## config.mk

```make
export PLATFORM = sky130hd
export DESIGN_NAME = register_file_flat
export DESIGN_NICKNAME = d
export VERILOG_FILES = /design/src/rtl/register_file_if.sv /design/src/rtl/register_file.sv /design/src/flat_wrapper.sv
export SDC_FILE = /design/constraint.sdc
export NUM_CORES = 1
export LEC_CHECK = 0
export CAP_MARGIN = 30
export CORE_ASPECT_RATIO = 0.6
export CORE_MARGIN = 4
export CORE_UTILIZATION = 40
export CTS_CLUSTER_DIAMETER = 100
export CTS_CLUSTER_SIZE = 14
export DETAILED_ROUTE_END_ITERATION = 8
export GPL_ROUTABILITY_DRIVEN = 0
export PLACE_DENSITY = 0.69
export RECOVER_POWER = 100
export SLEW_MARGIN = 10
export SYNTH_ARGS = -nofsm -noshare
export SYNTH_HDL_FRONTEND = slang
export SYNTH_SLANG_ARGS = --single-unit
```

## constraint.sdc

```tcl
create_clock -name clk -period 8 [get_ports clk]
set_clock_uncertainty 0.2 [all_clocks]
set_input_delay 0.8 -clock clk [delete_from_list [all_inputs] [get_ports clk]]
set_output_delay 0.8 -clock clk [all_outputs]
set_load 0.005 [all_outputs]
```

## src/rtl/register_file_if.sv

```systemverilog
// register_file_if: write-back, decode-read, debug and status signals of the register file
interface register_file_if;
   logic        RegwriteW;
   logic [2:0]  RdW;
   logic [15:0] ResultW;
   logic [2:0]  Rs1D;
   logic [2:0]  Rs2D;
   logic [15:0] RD1D;
   logic [15:0] RD2D;
   logic [2:0]  DbgSel;
   logic [15:0] DbgData;
   logic [7:0]  ValidMask;
   logic [15:0] WrCount;
   modport master (
      output RegwriteW, RdW, ResultW, Rs1D, Rs2D, DbgSel,
      input  RD1D, RD2D, DbgData, ValidMask, WrCount
   );
   modport slave (
      input  RegwriteW, RdW, ResultW, Rs1D, Rs2D, DbgSel,
      output RD1D, RD2D, DbgData, ValidMask, WrCount
   );
endinterface

```

## src/rtl/register_file.sv

```systemverilog
// register_file: 8x16 register file, R0 hardwired to zero, write-back bypass, valid mask and write counter
module register_file (
   input logic clk,
   input logic rst,
   register_file_if.slave rf
);
   logic [7:0][15:0] regs_q, regs_d;
   logic [7:0]       valid_q, valid_d;
   logic [15:0]      cnt_q, cnt_d;
   logic             we;
   always_comb begin
      we = rf.RegwriteW && (rf.RdW != 3'd0);
      regs_d = regs_q;
      valid_d = valid_q;
      if (we) begin
         regs_d[rf.RdW] = rf.ResultW;
         valid_d[rf.RdW] = 1'b1;
      end
      regs_d[0] = 16'h0000;
      valid_d[0] = 1'b0;
      cnt_d = cnt_q + {15'd0, we && (cnt_q != 16'hFFFF)};
   end
   always_ff @(posedge clk or posedge rst) begin
      if (rst) begin
         regs_q <= '0;
         valid_q <= '0;
         cnt_q <= '0;
      end else begin
         regs_q <= regs_d;
         valid_q <= valid_d;
         cnt_q <= cnt_d;
      end
   end
   // bypass is gated by rst so reads stay zero throughout reset
   assign rf.RD1D = (we && !rst && rf.Rs1D == rf.RdW) ? rf.ResultW : regs_q[rf.Rs1D];
   assign rf.RD2D = (we && !rst && rf.Rs2D == rf.RdW) ? rf.ResultW : regs_q[rf.Rs2D];
   assign rf.DbgData = regs_q[rf.DbgSel];
   assign rf.ValidMask = valid_q;
   assign rf.WrCount = cnt_q;
endmodule

```

## src/flat_wrapper.sv

```systemverilog
// flat-port wrapper written by rule: the top's interface ports become plain ports
module register_file_flat 
  (clk, rst, rf_RegwriteW, rf_RdW, rf_ResultW, rf_Rs1D, rf_Rs2D, rf_DbgSel, rf_RD1D, rf_RD2D, rf_DbgData, rf_ValidMask, rf_WrCount);
  register_file_if rf_i ();
  input logic clk;
  input logic rst;
  input wire logic [$bits(rf_i.RegwriteW)-1:0] rf_RegwriteW;
  input wire logic [$bits(rf_i.RdW)-1:0] rf_RdW;
  input wire logic [$bits(rf_i.ResultW)-1:0] rf_ResultW;
  input wire logic [$bits(rf_i.Rs1D)-1:0] rf_Rs1D;
  input wire logic [$bits(rf_i.Rs2D)-1:0] rf_Rs2D;
  input wire logic [$bits(rf_i.DbgSel)-1:0] rf_DbgSel;
  output wire logic [$bits(rf_i.RD1D)-1:0] rf_RD1D;
  output wire logic [$bits(rf_i.RD2D)-1:0] rf_RD2D;
  output wire logic [$bits(rf_i.DbgData)-1:0] rf_DbgData;
  output wire logic [$bits(rf_i.ValidMask)-1:0] rf_ValidMask;
  output wire logic [$bits(rf_i.WrCount)-1:0] rf_WrCount;
  assign rf_i.RegwriteW = rf_RegwriteW;
  assign rf_i.RdW = rf_RdW;
  assign rf_i.ResultW = rf_ResultW;
  assign rf_i.Rs1D = rf_Rs1D;
  assign rf_i.Rs2D = rf_Rs2D;
  assign rf_i.DbgSel = rf_DbgSel;
  assign rf_RD1D = rf_i.RD1D;
  assign rf_RD2D = rf_i.RD2D;
  assign rf_DbgData = rf_i.DbgData;
  assign rf_ValidMask = rf_i.ValidMask;
  assign rf_WrCount = rf_i.WrCount;
  register_file u_core (.clk(clk), .rst(rst), .rf(rf_i));
endmodule
```

# ---- After elaboration in Yosys (flattened, before gate mapping)
# Cells that the tools add are included.
# Widths: inputs -> output; s select.
dict set report totals {
  ff_bits 135
  in_bits 31
  output_inout_bits 72
  wordCells 40
}
dict set report op_classes {
  addsub 1
  order_cmp 5
  n_eq_ne 3
  muxes 13
  bitwise_logic 1
  reduce_logical 8
}
# op count
set op_table {}
lappend op_table {{$bmux 16 s3} 3}
lappend op_table {{$bwmux 128} 1}
lappend op_table {{$mux 16} 6}
lappend op_table {{$demux 16 s3} 1}
lappend op_table {{$add 16x1->16} 1}
lappend op_table {{$lt 3x4->1 const B} 4}
lappend op_table {{$ne 16x16->1 const B} 1}
lappend op_table {{$or 8x8->8} 1}
lappend op_table {{$eq 3x3->1} 2}
lappend op_table {{$logic_and 1x1->1} 6}
lappend op_table {{$demux 1 s3} 1}
lappend op_table {{$ge 3x1->1 const B} 1}
lappend op_table {{$reduce_bool 3->1} 1}
lappend op_table {{$logic_not 1->1} 1}
lappend op_table {{$mux 1} 1}

# ---- Depth between registers and ports, before layout
# Gate-level depths: netlist of run 1.
dict set report depth {
  word_depth 5
  depth_mapped 9
  mapped_depth_nobuf 9
}

# ---- Worst setup path after synthesis of run 1
# Ideal clock, no wire load.
dict set report synth_timing {
  path_kind {input-to-output}
  startpoint {in rf_RdW[2]}
  endpoint {out rf_RD1D[10]}
  t_arrival_ns 2.014
  setup_slack_ns 4.986
  stages 6
  cell_sequence {buf_4 -> o31ai_2 -> nor2_4 -> nand4_4 -> buf_6 -> mux2_2}
}
dict set report synth_between {
  elab_chain_len 5
  word_cells_on_any_way 6
  cone_classes {1 x eq/ne; 1 x mux; 4 x reduce/logical}
}
# element line_no
set synth_rtl {}
lappend synth_rtl {{from (decl)} flat_wrapper.sv:8} ;# input wire logic [$bits(rf_i.RdW)-1:0] rf_RdW;
lappend synth_rtl {{$reduce_bool 3->1} register_file.sv:12} ;# we = rf.RegwriteW && (rf.RdW != 3'd0);
lappend synth_rtl {{$logic_and 1x1->1} register_file.sv:12}
lappend synth_rtl {{$logic_and 1x1->1} register_file.sv:35} ;# assign rf.RD1D = (we && !rst && rf.Rs1D == rf.RdW) ? rf.ResultW : regs_q[rf.Rs1D];
lappend synth_rtl {{$logic_and 1x1->1 *} register_file.sv:35}
lappend synth_rtl {{$mux 16 *} register_file.sv:35}
lappend synth_rtl {{to (decl)} flat_wrapper.sv:13} ;# output wire logic [$bits(rf_i.RD1D)-1:0] rf_RD1D;
# Mark *: on every way between the ends. The rest lies on a longest branch, timed or not.

# ---- Worst setup path after layout of run 1
dict set report layout_timing {
  startpoint {in rf_Rs2D[1]}
  endpoint {out rf_RD2D[13]}
}
dict set report layout_between {
  elab_chain_len 3
  word_cells_on_any_way 5
  cone_classes {1 x eq/ne; 3 x mux; 1 x reduce/logical}
}
# element line_no
set layout_rtl {}
lappend layout_rtl {{from (decl)} flat_wrapper.sv:11} ;# input wire logic [$bits(rf_i.Rs2D)-1:0] rf_Rs2D;
lappend layout_rtl {{$bmux 16 s3 / $eq 3x3->1 (equally long branches)} register_file.sv:36} ;# assign rf.RD2D = (we && !rst && rf.Rs2D == rf.RdW) ? rf.ResultW : regs_q[rf.Rs2D];
lappend layout_rtl {{$mux 16 (not written as such) / $logic_and 1x1->1 (equally long branches)} register_file.sv:36}
lappend layout_rtl {{$mux 16 *} register_file.sv:36}
lappend layout_rtl {{to (decl)} flat_wrapper.sv:14} ;# output wire logic [$bits(rf_i.RD2D)-1:0] rf_RD2D;
# Mark *: on every way between the ends. The rest lies on a longest branch, timed or not. The select of a mux whose other input is x is not followed.

==> summary.md, run 1 <==
| Metric | Value |
|---|---|
| Status | `complete, but fails checks` |
| Failing checks | `capacitance limit, slew limit` |
| Final slew viol count | `210` |
| CTS tree | `yes` |
| Origin of the critical flop-to-flop path | `u_core.rf.WrCount[2]$_DFF_PP0_` |
| CP max FO | `20` |
| Total negative setup slack | `0 ps` |
| Net count, final | `767` |
| Die Y | `121 um` |
| Fin util | `49.7%` |
| Max Freq | `160 MHz` |
| Starting Density | `a little over 40%` |
| Startpoint types | `input pin` |
| DP Wirelength | `~16,000 um` |
| Post-DP Area | `9660 sq um` |
| CTS clk-pin slew, worst paths | `60 ps` |
| Total Routing Usage GR | `20.9%` |
| Die area | `23,600 sq um` |
| Hold wc startpoint | `u_core.rf.ValidMask[5]$_DFFE_PP0P_` |
| Htree depth | `4` |
| Clock tree sinks | `135` |
| Min Tclk post-route | `6230 ps` |
| Layout Area Growth over Synthesis | `19.7%` |
| First-pass GRT wire length | `38,600 um` |
| Netlist cell types | `40` |
| Setup crit end kind | `output pin` |
| Number of synthesized flops with an enable pin | `0` |
| Synthesized flop and latch total | `135` |
| Port buffer count | `101` |
| PD cells | `242 nW/um^2` |
| Worst path arrival time | `5230 ps` |
| Vias in the first global route | `roughly 6.6k` |
| Skew-Pair Late Insertion Delay | `420 ps` |
| Pin count of the biggest net entering global routing | `58` |
| Most used DFF post-synth | `dfrtp_1` |
| Fill count | `1,826` |
| DRC violations left | `0` |
| Crit path kind | `in -> out` |
| Slew Limit Headroom | `-69.5%` |
| Post-cts repair resize count | `0` |
| Drt via density | `between 6 and 7` |
| Synth async-reset ratio | `100%` |
| Worst vdd ir | `0.000167 V` |
| Synthesized area | `between 8000 and 9000 sq um` |
| Grt total ovfl | `0` |
| ANT nets after route | `0` |
| R2R depth | `8` |
| Pleak | `between 4 and 5 nW` |
| Placed Instances | `985` |
| Fin worst setup slack | `1770 ps` |
| RR Endpoint | `u_core.rf.WrCount[13]$_DFF_PP0_` |
| Root Driver | `clkbuf_16` |
| DR iter-0 viols | `443` |
| Synthesized Nets | `around 690` |
| Worst slew pin tran | `approximately 2500 ps` |
| # rows | `40` |
| Layout cell share with drive strength beyond 1 | `16.3%` |
| WHS Path Cells | `1` |
| # IOs | `103` |
| CTS Hold Bufs | `0` |
| Crit share post-route | `77.9%` |
| Commonest non-fill, non-tap cell in the layout | `mux2_1` |
| Drt first pass iters | `5` |
| TritonCTS Buffers | `17` |
| Syn Inst Count | `658` |
| Avg Cell Area, Syn | `12.9 sq um` |
| R2R Setup Slk | `5640 ps` |
| Average wire per standard cell | `24.2 um` |
| Die width | `196 um` |
| YS warnings | `0` |
| Max-cap violations | `10` |
| Fin area | `10,100 sq um` |
| Antenna violations before repair | `0` |
| Hold Crit Class | `reg -> reg` |
| Final Hold Fails | `0` |
| Non-Filler Instances | `between 1k and 1.5k` |
| Hold EP | `u_core.rf.ValidMask[5]$_DFFE_PP0P_` |
| Vias post-DR | `6,252` |
| Setup violations, final | `0` |
| Setup bufs post-CTS | `0` |
| Sequential area share after synthesis | `39.9%` |
| WP data required | `7000 ps` |
| # diodes | `0` |
| Core Region | `20,400 sq um` |
| RSZ-0062 raised after global routing | `no` |
| WL final | `about 25,000 um` |
| Most frequent cells in the layout | `141 x mux2_1, 135 x dfrtp_1, 75 x a221oi_1` |
| Longest Clk Path Bufs | `2` |
| Setup slack at placement | `3140 ps` |
[routing by layer]
layer / GRT usage [%] / routed length (um) / vias up / share of wire (%)
li1: - / - / 2706 / -
met1: 31.2 / 11900 / 3230 / 48
met2: 30.8 / 10600 / 293 / 43
met3: 5.12 / 1940 / 23 / 7.9
met4: 4.45 / 209 / 0 / 0.85
met5: 0 / 0 / - / 0
[cell type report]
class                      instances  area (sq um)  area share, %
multi-input combinational        445          4550           44.8
sequential                       135          3380           33.3
timing repair buffer             118          1170           11.5
clock buffer                      21           470           4.64
tap                              273           342           3.37
clock inverter                    11           170           1.68
inverter                          17          65.1          0.642
[worst max-delay path: stages]
cell and delay [ps]:
clkdlybuf4s50_1 460, clkbuf_1 1090, nor2b_1 1390, a221oi_1 360, a221oi_1 410, mux2_1 190
clkdlybuf4s50_1 500
[worst max-delay path by stage]
stage,start,to,slack (ps),depth (start not counted)
2_1_floorplan,rst,u_core.regs_q[100]$_DFFE_PP0P_,3390,1
3_3_place_gp,rf_Rs1D[2],rf_RD1D[14],2960,5
3_5_place_dp,rf_Rs1D[1],rf_RD1D[6],3140,7
4_1_cts,rf_Rs1D[1],rf_RD1D[6],3140,7
5_1_grt,rf_Rs2D[1],rf_RD2D[13],1620,7
6_report,rf_Rs2D[1],rf_RD2D[13],1770,7
[kinds of logic after synthesis]
family	synth area share (%)
buffers and inverters	4.96
muxes	38.2
and+or+nand+nor	4.62
adders and majority gates	0.295
DFF	39.9
xor gates and xnor gates	2.07
other	0.0443
AOI/OAI and AO/OA	9.90
[registers in the layout, indices dropped and copies added (netlist names)]
name	count
u_core.regs_q	112
u_core.rf.ValidMask	7
u_core.rf.WrCount	16
[power breakdown]
part	switching [W]	total, W	internal, W
Clock	0.000306	0.000854	0.000548
Combinational	0.000264	0.000627	0.000363
Sequential	0.000151	0.000977	0.000827
[per-stage QoR]
stage               hold slack, ps  total power, W
floorplan                      258         0.00136
global placement               248         0.00160
detailed placement             254         0.00164
CTS                            270         0.00251
global route                   274         0.00258
finish                         258         0.00246
[synth_stat cells, types with 2 or more instances]
cell / number / area share, %
dfrtp_1: 135 / 40
mux2_1: 125 / 17
a221oi_1: 73 / 7.5
mux2i_1: 64 / 7.6
mux2_2: 47 / 6.2
buf_2: 30 / 1.8
mux2_4: 20 / 3.5
inv_1: 17 / 0.75
mux4_2: 16 / 4.3
a21oi_1: 15 / 0.89
xnor2_1: 15 / 1.6
clkbuf_1: 13 / 0.58
buf_4: 12 / 1.1
nand2_1: 8 / 0.35
nand3_1: 7 / 0.41
a221oi_2: 6 / 1.1
buf_6: 6 / 0.80
nor2b_1: 5 / 0.37
xor2_1: 5 / 0.52
nand2b_1: 4 / 0.30
nor2_1: 4 / 0.18
or2_1: 4 / 0.30
nand4_1: 3 / 0.22
nor3_1: 3 / 0.18
and2_1: 2 / 0.15
ha_1: 2 / 0.30
nand4_4: 2 / 0.50
nand4b_4: 2 / 0.56
nor4bb_1: 2 / 0.24
No activity file was read; power rests on OpenSTA's default activity.
==> inputs of run 2 (changes only) <==
==> constraint.sdc (replaced) <==
create_clock -name clk -period 6.2 [get_ports clk]
set_clock_uncertainty 0.2 [all_clocks]
set_input_delay 0.62 -clock clk [delete_from_list [all_inputs] [get_ports clk]]
set_output_delay 0.62 -clock clk [all_outputs]
set_load 0.005 [all_outputs]
==> run 2 against run 1 <==
- routed wire length grew 2.0%
- power is 32% higher
- worst setup slack got worse by 870 ps
- sequential share of layout area hardly changed
- register-to-register slack got worse by 1800 ps
- largest power group unchanged
- critical path type unchanged
- the run still ends with capacitance limit, slew limit left
==> summary.md, run 2 (synthesis results as in run 1) <==
| Metric | Value |
|---|---|
| DP Wirelength | `16,500 um` |
| Skew-Pair Late Insertion Delay | `about 420 ps` |
| Vias post-DR | `6,216` |
| Setup bufs post-CTS | `0` |
| CTS tree | `yes` |
| Root Driver | `clkbuf_16` |
| Drt via density | `6.08` |
| TritonCTS Buffers | `17` |
| Min Tclk post-route | `5300 ps` |
| Crit share post-route | `between 80% and 90%` |
| Met2 wire length | `between 10,000 and 15,000 um` |
| Antenna violations before repair | `0` |
| Largest register FFs | `about 110` |
| WP data required | `5380 ps` |
| ANT nets after route | `0` |
| Crit path kind | `in -> out` |
| Final Hold Fails | `0` |
| Average wire per standard cell | `~25 um` |
| Hold Crit Class | `reg -> reg` |
| Metal3 WL | `1580 um` |
| Die area | `23,600 sq um` |
| Commonest non-fill, non-tap cell in the layout | `mux2_1` |
| CP max FO | `16` |
| Combinational power share | `25.1%` |
| Pleak | `4.23 nW` |
| DR iter-0 viols | `392` |
| Total Routing Usage GR | `21.4%` |
| Total negative setup slack | `0 ps` |
| Most frequent cells in the layout | `138 x mux2_1, 135 x dfrtp_1, 73 x a221oi_1` |
| Startpoint types | `input pin` |
| Net count, final | `770` |
| Core Region | `slightly above 20,000 sq um` |
| Die Y | `121 um` |
| Layout cell share with drive strength beyond 1 | `16.5%` |
| Fill count | `1,795` |
| Starting Density | `about 41%` |
| Fin area | `10,200 sq um` |
| Internal power | `0.00231 W` |
| Htree depth | `4` |
| Final slew viol count | `70` |
| Pin count of the biggest net entering global routing | `80` |
| Setup violations, final | `0` |
| First-pass GRT wire length | `39,100 um` |
| Layout Area Growth over Synthesis | `19.9%` |
| WL final | `25,100 um` |
| Max-cap violations | `7` |
| Worst slew pin tran | `2390 ps` |
| Drt first pass iters | `5` |
| CTS clk-pin slew, worst paths | `50 ps` |
| Sw Share | `between 20% and 30%` |
| # diodes | `0` |
| Failing checks | `capacitance limit, slew limit` |
| Slew Limit Headroom | `-59.2%` |
| Clock power frac | `between 30% and 40%` |
| Met1 WL | `12,300 um` |
| Status | `complete, but fails checks` |
| Longest Clk Path Bufs | `2` |
| Top sig layer | `met4` |
| Post-DP Area | `9640 sq um` |
| Die width | `approximately 200 um` |
| Vias in the first global route | `6,605` |
| Port buffer count | `101` |
| Setup crit end kind | `output pin` |
| Reg power frac | `39.1%` |
| Clock tree sinks | `135` |
| Max Freq | `between 150 and 200 MHz` |
| # rows | `40` |
| Grt total ovfl | `0` |
| DRC violations left | `0` |
| PD cells | `roughly 320 nW/um^2` |
| # IOs | `between 100 and 150` |
| Top reg by flops | `u_core.regs_q` |
| Post-cts repair resize count | `0` |
| CTS Hold Bufs | `0` |
| Worst path arrival time | `4480 ps` |
| RSZ-0062 raised after global routing | `no` |
| Worst vdd ir | `0.000208 V` |
| Switching power | `0.000919 W` |
run 2: final timing paths:
kind / from / endpoint / slack [ps] / cells past startpoint
hold / removal: u_core.rf.ValidMask[5]$_DFFE_PP0P_ / u_core.rf.ValidMask[5]$_DFFE_PP0P_ / 260 / 1
hold reg to reg: u_core.rf.ValidMask[5]$_DFFE_PP0P_ / u_core.rf.ValidMask[5]$_DFFE_PP0P_ / 260 / 1
setup / recovery: rf_Rs2D[1] / rf_RD2D[14] / 900 / 6
max in group asynchronous: rst / u_core.regs_q[73]$_DFFE_PP0P_ / 3440 / 4
setup reg to reg: u_core.rf.WrCount[2]$_DFF_PP0_ / u_core.rf.WrCount[13]$_DFF_PP0_ / 3810 / 8
min in group asynchronous: rst / u_core.rf.WrCount[15]$_DFF_PP0_ / 750 / 2
run 2: critical path: stages:
cell	delay, ps
clkdlybuf4s50_1	800
buf_4	370
xnor2_1	190
nand4_1	1130
mux2_1	780
dlygate4sd3_1	590
run 2: layout make-up:
type,count,area (sq um),area share [%]
Tap cell,273,342,3.36
Sequential cell,135,3380,33.3
Multi-Input combinational cell,445,4550,44.8
Timing Repair Buffer,121,1150,11.3
Clock buffer,24,472,4.65
Inverter,17,65.1,0.641
Clock inverter,8,193,1.90
run 2: layer usage:
layer	up-vias	track usage, %
li1	2697	-
met1	3250	31.9
met2	240	31.3
met3	29	5.29
met4	0	5.06
met5	-	0
run 2: power groups by stage:
stage               clock network, W  registers (W)  logic (W)
finish                       0.00116        0.00126   0.000810
detailed placement                 0        0.00127   0.000848
global route                 0.00122        0.00129   0.000884
CTS                          0.00117        0.00126   0.000852
global placement                   0        0.00124   0.000822
floorplan                          0        0.00121   0.000543
run 2: stage by stage:
step	instances	utilization, %	power, W	hold WS [ps]	worst slack, ps
global placement	986	47.0	0.00206	249	1540
global route	1023	49.7	0.00339	286	849
CTS	1021	50.4	0.00328	275	1700
floorplan	658	-	0.00176	258	1770
finish	1023	49.7	0.00323	263	898
detailed placement	989	47.2	0.00212	260	1710
